**config.mk**
```make
export PLATFORM = sky130hd
export DESIGN_NAME = issue_checkpoint_allocator_flat
export DESIGN_NICKNAME = d
export VERILOG_FILES = /design/src/rtl/issue_checkpoint_allocator_pkg.sv /design/src/rtl/issue_checkpoint_allocator_if.sv /design/src/rtl/issue_checkpoint_allocator_ptr.sv /design/src/rtl/issue_checkpoint_allocator.sv /design/src/flat_wrapper.sv
export SDC_FILE = /design/constraint.sdc
export NUM_CORES = 1
export LEC_CHECK = 0
export ABC_AREA = 1
export BUFFER_PORTS_ARGS = -buffer_cell sky130_fd_sc_hd__buf_2
export CORE_MARGIN = 1
export CORE_UTILIZATION = 35
export DETAILED_ROUTE_END_ITERATION = 16
export GPL_TIMING_DRIVEN = 0
export RECOVER_POWER = 50
export SLEW_MARGIN = 20
export SYNTH_ARGS = -nofsm -noshare
export SYNTH_HDL_FRONTEND = slang
export SYNTH_SLANG_ARGS = --single-unit
```
**constraint.sdc**
```tcl
create_clock -name clk -period 4.5 [get_ports clk]
set_input_delay 0.45 -clock clk [delete_from_list [all_inputs] [get_ports clk]]
set_output_delay 0.45 -clock clk [all_outputs]
set_load 0.01 [all_outputs]
```
**src/rtl/issue_checkpoint_allocator_pkg.sv**
```systemverilog
// ============================================================================
// Module : issue_cp_pkg
// Desc   : Shared checkpoint-allocator types, sizes and FSM encoding.
// Rev    : 1.0  initial release
// ============================================================================
`default_nettype none

package issue_cp_pkg;

    localparam int CP_NUM = 4;
    localparam int CP_W   = 2;

    typedef logic [CP_W-1:0] cp_id_t;
    typedef logic [CP_W:0]   cp_cnt_t;

    typedef enum logic {
        CP_RUN     = 1'b0,
        CP_RECOVER = 1'b1
    } cp_state_t;

endpackage

`default_nettype wire

```
**src/rtl/issue_checkpoint_allocator_if.sv**
```systemverilog
// ============================================================================
// Module : issue_checkpoint_allocator_if
// Desc   : DECODE/commit/BCO handshake and checkpoint-array port bundle.
// Rev    : 1.0  initial release
// ============================================================================
`default_nettype none

interface issue_checkpoint_allocator_if;

    logic                  snoop_hit;
    logic                  alloc_req;
    logic                  alloc_ready;
    issue_cp_pkg::cp_id_t  alloc_id;
    logic                  cp_wea;
    issue_cp_pkg::cp_id_t  cp_addra;
    logic                  commit_valid;
    issue_cp_pkg::cp_id_t  commit_id;
    logic                  cp_wec;
    issue_cp_pkg::cp_id_t  cp_addrc;
    logic                  bco_valid;
    issue_cp_pkg::cp_id_t  bco_id;
    logic                  cp_web;
    issue_cp_pkg::cp_id_t  cp_addrb;
    logic                  recovering;
    issue_cp_pkg::cp_cnt_t cp_count;
    logic                  order_err;

    modport master (
        output snoop_hit, alloc_req, commit_valid, commit_id, bco_valid, bco_id,
        input  alloc_ready, alloc_id, cp_wea, cp_addra, cp_wec, cp_addrc,
               cp_web, cp_addrb, recovering, cp_count, order_err
    );

    modport slave (
        input  snoop_hit, alloc_req, commit_valid, commit_id, bco_valid, bco_id,
        output alloc_ready, alloc_id, cp_wea, cp_addra, cp_wec, cp_addrc,
               cp_web, cp_addrb, recovering, cp_count, order_err
    );

endinterface

`default_nettype wire

```
**src/rtl/issue_checkpoint_allocator_ptr.sv**
```systemverilog
// ============================================================================
// Module : issue_cp_ptr
// Desc   : Wrapping checkpoint pointer; load has priority over increment.
// Rev    : 1.0  initial release
// ============================================================================
`default_nettype none

module issue_cp_ptr
    import issue_cp_pkg::*;
(
    input  wire logic   clk,
    input  wire logic   resetn,
    input  wire logic   inc,
    input  wire logic   load,
    input  wire cp_id_t load_val,
    output cp_id_t      ptr
);

    cp_id_t r_ptr;

    // CP_NUM is a power of two, so natural overflow gives the wrap.
    always_ff @(posedge clk) begin
        if (!resetn) begin
            r_ptr <= '0;
        end else if (load) begin
            r_ptr <= load_val;
        end else if (inc) begin
            r_ptr <= r_ptr + 1'b1;
        end
    end

    assign ptr = r_ptr;

endmodule

`default_nettype wire

```
**src/rtl/issue_checkpoint_allocator.sv**
```systemverilog
// ============================================================================
// Module : issue_checkpoint_allocator
// Desc   : Allocates/frees issue-queue checkpoints in order; flushes on BCO or
//          snoop. ISSUE_CP_ALLOC_COMMIT_BYPASS_EN lets a full queue reuse the
//          slot freed by a same-cycle commit.
// Rev    : 1.0  initial release
// ============================================================================
`default_nettype none

module issue_checkpoint_allocator
    import issue_cp_pkg::*;
(
    input  wire logic                   clk,
    input  wire logic                   resetn,
    issue_checkpoint_allocator_if.slave bus
);

    cp_state_t r_state;
    cp_state_t w_state_nxt;
    cp_cnt_t   r_count;
    logic      r_order_err;
    cp_id_t    w_head;
    cp_id_t    w_tail;

    logic      w_flush;
    logic      w_bco;
    logic      w_run;
    logic      w_full;
    logic      w_empty;
    logic      w_commit_acc;
    logic      w_alloc_ready;
    logic      w_alloc_acc;
    logic      w_err_set;

    always_ff @(posedge clk) begin
        if (!resetn) begin
            r_state <= CP_RUN;
        end else begin
            r_state <= w_state_nxt;
        end
    end

    always_comb begin
        w_flush       = bus.snoop_hit | bus.bco_valid;
        w_bco         = bus.bco_valid & ~bus.snoop_hit;
        w_run         = (r_state == CP_RUN);
        w_full        = (r_count == cp_cnt_t'(CP_NUM));
        w_empty       = (r_count == '0);
        w_commit_acc  = resetn & ~w_flush & w_run & bus.commit_valid & ~w_empty;
`ifdef ISSUE_CP_ALLOC_COMMIT_BYPASS_EN
        w_alloc_ready = resetn & ~w_flush & w_run & (~w_full | w_commit_acc);
`else
        w_alloc_ready = resetn & ~w_flush & w_run & ~w_full;
`endif
        w_alloc_acc   = bus.alloc_req & w_alloc_ready;

        // Protocol violations latch into order_err; the commit itself still
        // proceeds when only its ID is wrong.
        w_err_set = 1'b0;
        if (w_bco) begin
            w_err_set = (bus.bco_id != w_head) | w_empty;
        end else if (!w_flush && bus.commit_valid) begin
            w_err_set = ~w_run | w_empty | (bus.commit_id != w_head);
        end

        w_state_nxt = CP_RUN;
        if (w_flush) begin
            w_state_nxt = CP_RECOVER;
        end
    end

    always_ff @(posedge clk) begin
        if (!resetn) begin
            r_count     <= '0;
            r_order_err <= 1'b0;
        end else begin
            if (w_flush) begin
                r_count <= '0;
            end else begin
                r_count <= r_count + {{CP_W{1'b0}}, w_alloc_acc}
                                   - {{CP_W{1'b0}}, w_commit_acc};
            end
            if (w_err_set) begin
                r_order_err <= 1'b1;
            end
        end
    end

    issue_cp_ptr u_head (
        .clk      (clk),
        .resetn   (resetn),
        .inc      (w_commit_acc),
        .load     (w_flush),
        .load_val (w_tail),
        .ptr      (w_head)
    );

    issue_cp_ptr u_tail (
        .clk      (clk),
        .resetn   (resetn),
        .inc      (w_alloc_acc),
        .load     (1'b0),
        .load_val ('0),
        .ptr      (w_tail)
    );

    assign bus.alloc_ready = w_alloc_ready;
    assign bus.alloc_id    = w_tail;
    assign bus.cp_wea      = w_alloc_acc;
    assign bus.cp_addra    = w_tail;
    assign bus.cp_wec      = w_commit_acc;
    assign bus.cp_addrc    = w_head;
    assign bus.cp_web      = resetn & w_bco;
    assign bus.cp_addrb    = bus.bco_id;
    assign bus.recovering  = resetn & ~w_run;
    assign bus.cp_count    = resetn ? r_count : '0;
    assign bus.order_err   = r_order_err;

endmodule

`default_nettype wire

```
**src/flat_wrapper.sv**
```systemverilog
// flat-port wrapper written by rule: the top's interface ports become plain ports
module issue_checkpoint_allocator_flat import issue_cp_pkg::*;
  (clk, resetn, bus_snoop_hit, bus_alloc_req, bus_commit_valid, bus_commit_id, bus_bco_valid, bus_bco_id, bus_alloc_ready, bus_alloc_id, bus_cp_wea, bus_cp_addra, bus_cp_wec, bus_cp_addrc, bus_cp_web, bus_cp_addrb, bus_recovering, bus_cp_count, bus_order_err);
  issue_checkpoint_allocator_if bus_i ();
  input  wire logic clk;
  input  wire logic resetn;
  input wire logic [$bits(bus_i.snoop_hit)-1:0] bus_snoop_hit;
  input wire logic [$bits(bus_i.alloc_req)-1:0] bus_alloc_req;
  input wire logic [$bits(bus_i.commit_valid)-1:0] bus_commit_valid;
  input wire logic [$bits(bus_i.commit_id)-1:0] bus_commit_id;
  input wire logic [$bits(bus_i.bco_valid)-1:0] bus_bco_valid;
  input wire logic [$bits(bus_i.bco_id)-1:0] bus_bco_id;
  output wire logic [$bits(bus_i.alloc_ready)-1:0] bus_alloc_ready;
  output wire logic [$bits(bus_i.alloc_id)-1:0] bus_alloc_id;
  output wire logic [$bits(bus_i.cp_wea)-1:0] bus_cp_wea;
  output wire logic [$bits(bus_i.cp_addra)-1:0] bus_cp_addra;
  output wire logic [$bits(bus_i.cp_wec)-1:0] bus_cp_wec;
  output wire logic [$bits(bus_i.cp_addrc)-1:0] bus_cp_addrc;
  output wire logic [$bits(bus_i.cp_web)-1:0] bus_cp_web;
  output wire logic [$bits(bus_i.cp_addrb)-1:0] bus_cp_addrb;
  output wire logic [$bits(bus_i.recovering)-1:0] bus_recovering;
  output wire logic [$bits(bus_i.cp_count)-1:0] bus_cp_count;
  output wire logic [$bits(bus_i.order_err)-1:0] bus_order_err;
  assign bus_i.snoop_hit = bus_snoop_hit;
  assign bus_i.alloc_req = bus_alloc_req;
  assign bus_i.commit_valid = bus_commit_valid;
  assign bus_i.commit_id = bus_commit_id;
  assign bus_i.bco_valid = bus_bco_valid;
  assign bus_i.bco_id = bus_bco_id;
  assign bus_alloc_ready = bus_i.alloc_ready;
  assign bus_alloc_id = bus_i.alloc_id;
  assign bus_cp_wea = bus_i.cp_wea;
  assign bus_cp_addra = bus_i.cp_addra;
  assign bus_cp_wec = bus_i.cp_wec;
  assign bus_cp_addrc = bus_i.cp_addrc;
  assign bus_cp_web = bus_i.cp_web;
  assign bus_cp_addrb = bus_i.cp_addrb;
  assign bus_recovering = bus_i.recovering;
  assign bus_cp_count = bus_i.cp_count;
  assign bus_order_err = bus_i.order_err;
  issue_checkpoint_allocator u_core (.clk(clk), .resetn(resetn), .bus(bus_i));
endmodule
```
# Word level (Yosys, flattened, before mapping)
# Cells that the tools add are included.
[word_totals] ff_bits=9 output_inout_bits=17 word_cells=42
[op_classes] n_addsub=4 eq_ne=3 n_mux=6 bitwise=19 n_reduce_logical=5
[op_table] op="bitwise AND 1 bit" n=9
[op_table] op="inverter 1 bit" n=6
[op_table] op="adder 2 x 1 -> 2 bit (second input constant)" n=2
[op_table] op="2-to-1 mux 2 bit" n=2
[op_table] op="!= test 2 bit" n=2
[op_table] op="OR 1 bit" n=4
[op_table] op="adder 3 x 1 -> 3 bit" n=1
[op_table] op="equality test 3 bit (second input constant)" n=1
[op_table] op="zero test 3 bit" n=1
[op_table] op="2-to-1 mux 1 bit" n=3
[op_table] op="2-to-1 mux 3 bit" n=1
[op_table] op="subtractor 3 x 1 -> 3 bit" n=1
[op_table] op="nonzero test 2 bit" n=1
[op_table] op="OR reduction 2 bit" n=1
[op_table] op="logical AND 1 bit" n=1
[op_table] op="zero test 1 bit" n=1

# Logic depth before layout (Yosys ltp)
[logic_depth] depth_word=8 mapped_depth=11 mapped_depth_nobuf=11

# Hierarchy
# A second synthesis with hierarchy kept.
[unflattened] cells_unflattened=121 hier_area_um2=700.7
[modules_own_cells] mod="issue_checkpoint_allocator" n_inst=1 cells_each=77 area_per_inst_um2=462.9 seq_area_each_um2=100.1
[modules_own_cells] mod="issue_cp_ptr" n_inst=2 cells_each=22 area_per_inst_um2=118.9 seq_area_each_um2=40.0

# Worst setup path after synthesis
# OpenSTA, ideal clock, no wires.
[synth_timing] kind="input to register" start="in resetn" end="reg u_core.r_count[2]" setup_time_ns=0.114 arrival_ns=2.167 required_time_ns=4.386 slack_ns=2.219 path_stages=11 n_path_buf=1 cell_sequence="buf_2 nand3_4 nor2_4 nand2_4 ha_1 inv_1 ha_1 fa_1 xor2_1 xor2_1 nor2_1"
[synth_via] elab_chain_cells=6 word_cells_on_any_way=10 classes_between="2 x add/sub; 7 x bitwise; 1 x reduce/logical"
[synth_rtl] element="start: declaration" line_no="flat_wrapper.sv:6" text="input wire logic resetn;"
[synth_rtl] element="bitwise AND 1 bit (3 in series)" line_no="issue_checkpoint_allocator.sv:53" text="w_alloc_ready = resetn & ~w_flush & w_run & ~w_full;"
[synth_rtl] element="named net bus_alloc_ready" line_no="flat_wrapper.sv:13" text="output wire logic [$bits(bus_i.alloc_ready)-1:0] bus_alloc_ready;"
[synth_rtl] element="bitwise AND 1 bit" line_no="issue_checkpoint_allocator.sv:55" text="w_alloc_acc = bus.alloc_req & w_alloc_ready;"
[synth_rtl] element="adder 3 x 1 -> 3 bit" line_no="issue_checkpoint_allocator.sv:80" text="r_count <= r_count + {{CP_W{1'b0}}, w_alloc_acc}"
[synth_rtl] element="subtractor 3 x 1 -> 3 bit" line_no="issue_checkpoint_allocator.sv:81" text="- {{CP_W{1'b0}}, w_commit_acc};"
[synth_rtl] element="end signal: assignment" line_no="issue_checkpoint_allocator.sv:80"
[synth_rtl] element="end: declaration" line_no="issue_checkpoint_allocator.sv:20" text="cp_cnt_t r_count;"
# The timed path passes the listed nets, and every way through them passes these cells.
# A chain may end at the register's enable or synchronous reset.

# Worst setup path in the final report
[layout_timing] start="in resetn" end="reg u_core.r_count[2]"
[layout_via] elab_chain_cells=6 word_cells_on_any_way=10 classes_between="2 x add/sub; 7 x bitwise; 1 x reduce/logical"
[layout_rtl] element="bitwise AND 1 bit (2 in series)" line_no="issue_checkpoint_allocator.sv:49, issue_checkpoint_allocator.sv:53"
[layout_rtl] element="bitwise AND 1 bit" line_no="issue_checkpoint_allocator.sv:53"
[layout_rtl] element="bitwise AND 1 bit" line_no="issue_checkpoint_allocator.sv:55"
[layout_rtl] element="adder 3 x 1 -> 3 bit" line_no="issue_checkpoint_allocator.sv:80"
[layout_rtl] element="subtractor 3 x 1 -> 3 bit" line_no="issue_checkpoint_allocator.sv:81"
# Parallel ways exist; a longest one is shown, timed or not.

==> reports/qor.csv <==
metric,value,unit
status,finished clean,
cp_cell_sequence,clkbuf_1 > nand3_4 > nor2_1 > nand2_4 > ha_1 > inv_1 > ha_1 > fa_1 > xor2_1 > xor2_1 > nor2_1,
yosys_warnings,0,
grt_first_pass_wirelength,2170,µm
layout_common_cells,"nand2_1, inv_1, buf_2",
cts_resized,0,
max_slew_margin,0.668,
synth_seq_cells,9,
area_delta_synth_final,24.9,%
globalRouteOverflowTotal,0,
tightest_slew,498,ps
fin_hold_ws,458,ps
numPlacedInstances,154,
drc,0,
grt_pass1_vias,528,
syn_nets,117,
endpoint_kind,flop,
clockRootBuffer,clkbuf_4,
avgSynthCellArea,6.39,µm²
fin_crit,2420,ps
design.die.area,2080,µm²
ioPinCount,27,
drtIter0Drc,11,
rsz0062_at_grt,no,
utilization,0.475,
swShare,0.289,
antenna_found_initial,0,
hold_viol,0,
worstPathArrival,2580,ps
cp_slowest_cell,clkbuf_1,
wl,1330,µm
antenna_cells,0,
cts_max_level,1,
coreArea,1750,µm²
rows,15,
layout_worst_path_cycle_share,0.537,
ir_drop,0.143,mV
multi_input_area,347,µm²
max_freq,414,MHz
vias,655,
hp-class,input port to flop,
clkPwrFrac,0.360,
seq_area,180,µm²
skew,4.32,ps
p_int,130,µW
yosysSeqAreaShare,0.271,
clk_latency,260,ps
max-cap-violations,0,
first_pass_iters,4,
cts_tree,yes,
die_w,45.6,µm
grt_max_degree,11,
synthesis.instances,104,
slew_violations,0,
max_stage_delay,380,ps
grtUsageTotal,0.148,
vias_per_cell,4.15,
n_fill_cell,200,
dp.final_hpwl,1040,µm
drtAntennaViolNets,0,
power_frac_comb,0.174,
ctsHoldBuffers,0,
leakage,0.000480,µW
path_class,input port to flop,
finalSetupViolCount,0,
post_cts_buffers,0,
die_y,45.6,µm
switchingPower,52.5,µW
fin_nets,147,
finalSetupTns,0,ps
pwr-share-seq,0.465,
reg2reg_depth,11,
powerDensity,219,nW/µm²
final_common_cell,nand2_1,
crit_required,4660,ps
clockBufferDepth,2,
path_clk_slew,70,ps
post_drt_wl_per_cell,8.41,µm
hold_depth,3,
layoutNonFillerInstCount,158,
synth_area,664,µm²
io_buffers,25,
initial_utilization,0.381,
gp_congestion,0.682,
drive_gt1_frac,0.226,
ys_types,19,
cts.sinks,9,
critical_path.max_fanout,10,
cts_buffers,3,
cp-start-kind,input port,
## logic make-up after synthesis
group,Yosys count,synth area share
xor gates and xnor gates,4,0.0527
DFF,9,0.271
AOI/OAI and AO/OA,6,0.0452
adders and majority gates,3,0.0678
and+or+nand+nor,52,0.367
buffers and inverters,30,0.196
## power by group through the flow
stage,logic [µW],clock network [µW],registers (µW)
2_1_floorplan,20.2,0,87.2
3_3_place_gp,33.1,0,86.5
3_5_place_dp,33.5,0,86.6
4_1_cts,33.6,65.6,84.8
5_1_grt,36.6,70.8,85.3
6_report,31.7,65.6,84.7
## cell type report
| class | instances | share of cell area |
|---|---|---|
| multi-input combinational | 65 | 0.418 |
| inverter | 25 | 0.115 |
| clock buffer | 4 | 0.0317 |
| buffer | 5 | 0.0407 |
| sequential | 9 | 0.217 |
| timing repair buffer | 25 | 0.140 |
| tap | 25 | 0.0377 |
## through the flow
stage | setup WS (ps) | cell area, µm² | power (µW)
finish | 2080 | 830 | 182
global route | 1910 | 830 | 193
CTS | 2300 | 847 | 184
detailed placement | 2020 | 821 | 120
global placement | 2020 | 821 | 120
floorplan | 2220 | 664 | 107
## sequential cells by signal, indices dropped and copies added, names as in the netlist
| signal | flops |
|---|---|
| u_core.bus.order_err | 1 |
| u_core.r_count | 3 |
| u_core.r_state | 1 |
| u_core.u_head.ptr | 2 |
| u_core.u_tail.ptr | 2 |
## synth_stat cells, drive strengths merged
library cell | n | area share
inv | 24 | 0.14
nor3 | 3 | 0.030
nand2 | 27 | 0.16
a21oi | 4 | 0.030
xor2 | 3 | 0.040
xnor2 | 1 | 0.013
nand3 | 4 | 0.049
clkinv | 1 | 0.0075
fa | 1 | 0.030
nor2 | 18 | 0.12
ha | 2 | 0.038
o21ai | 2 | 0.015
buf | 5 | 0.053
dfxtp | 9 | 0.27
## worst paths after layout
path | from | to | slack, ps
hold / removal | bus_bco_valid | u_core.r_state | 460
setup reg to reg | u_core.r_state | u_core.r_count[2] | 2280
setup / recovery | resetn | u_core.r_count[2] | 2080
hold reg to reg | u_core.bus.order_err | u_core.bus.order_err | 530
## critical path: cells and delay by family
kind          cells  cell delay [ps]
fa+ha+maj         3              830
xor+xnor          2              320
simple gates      4              550
buf+inv           2              420
## metal layers
metal | GRT usage | wire length (µm) | vias up | share of wire
li1 | - | - | 358 | -
met1 | 0.187 | 632 | 272 | 0.48
met2 | 0.217 | 591 | 21 | 0.45
met3 | 0.0476 | 81 | 4 | 0.061
met4 | 0.0909 | 23 | 0 | 0.017
met5 | 0 | 0 | - | 0
Power figures use the tool's default switching activity.
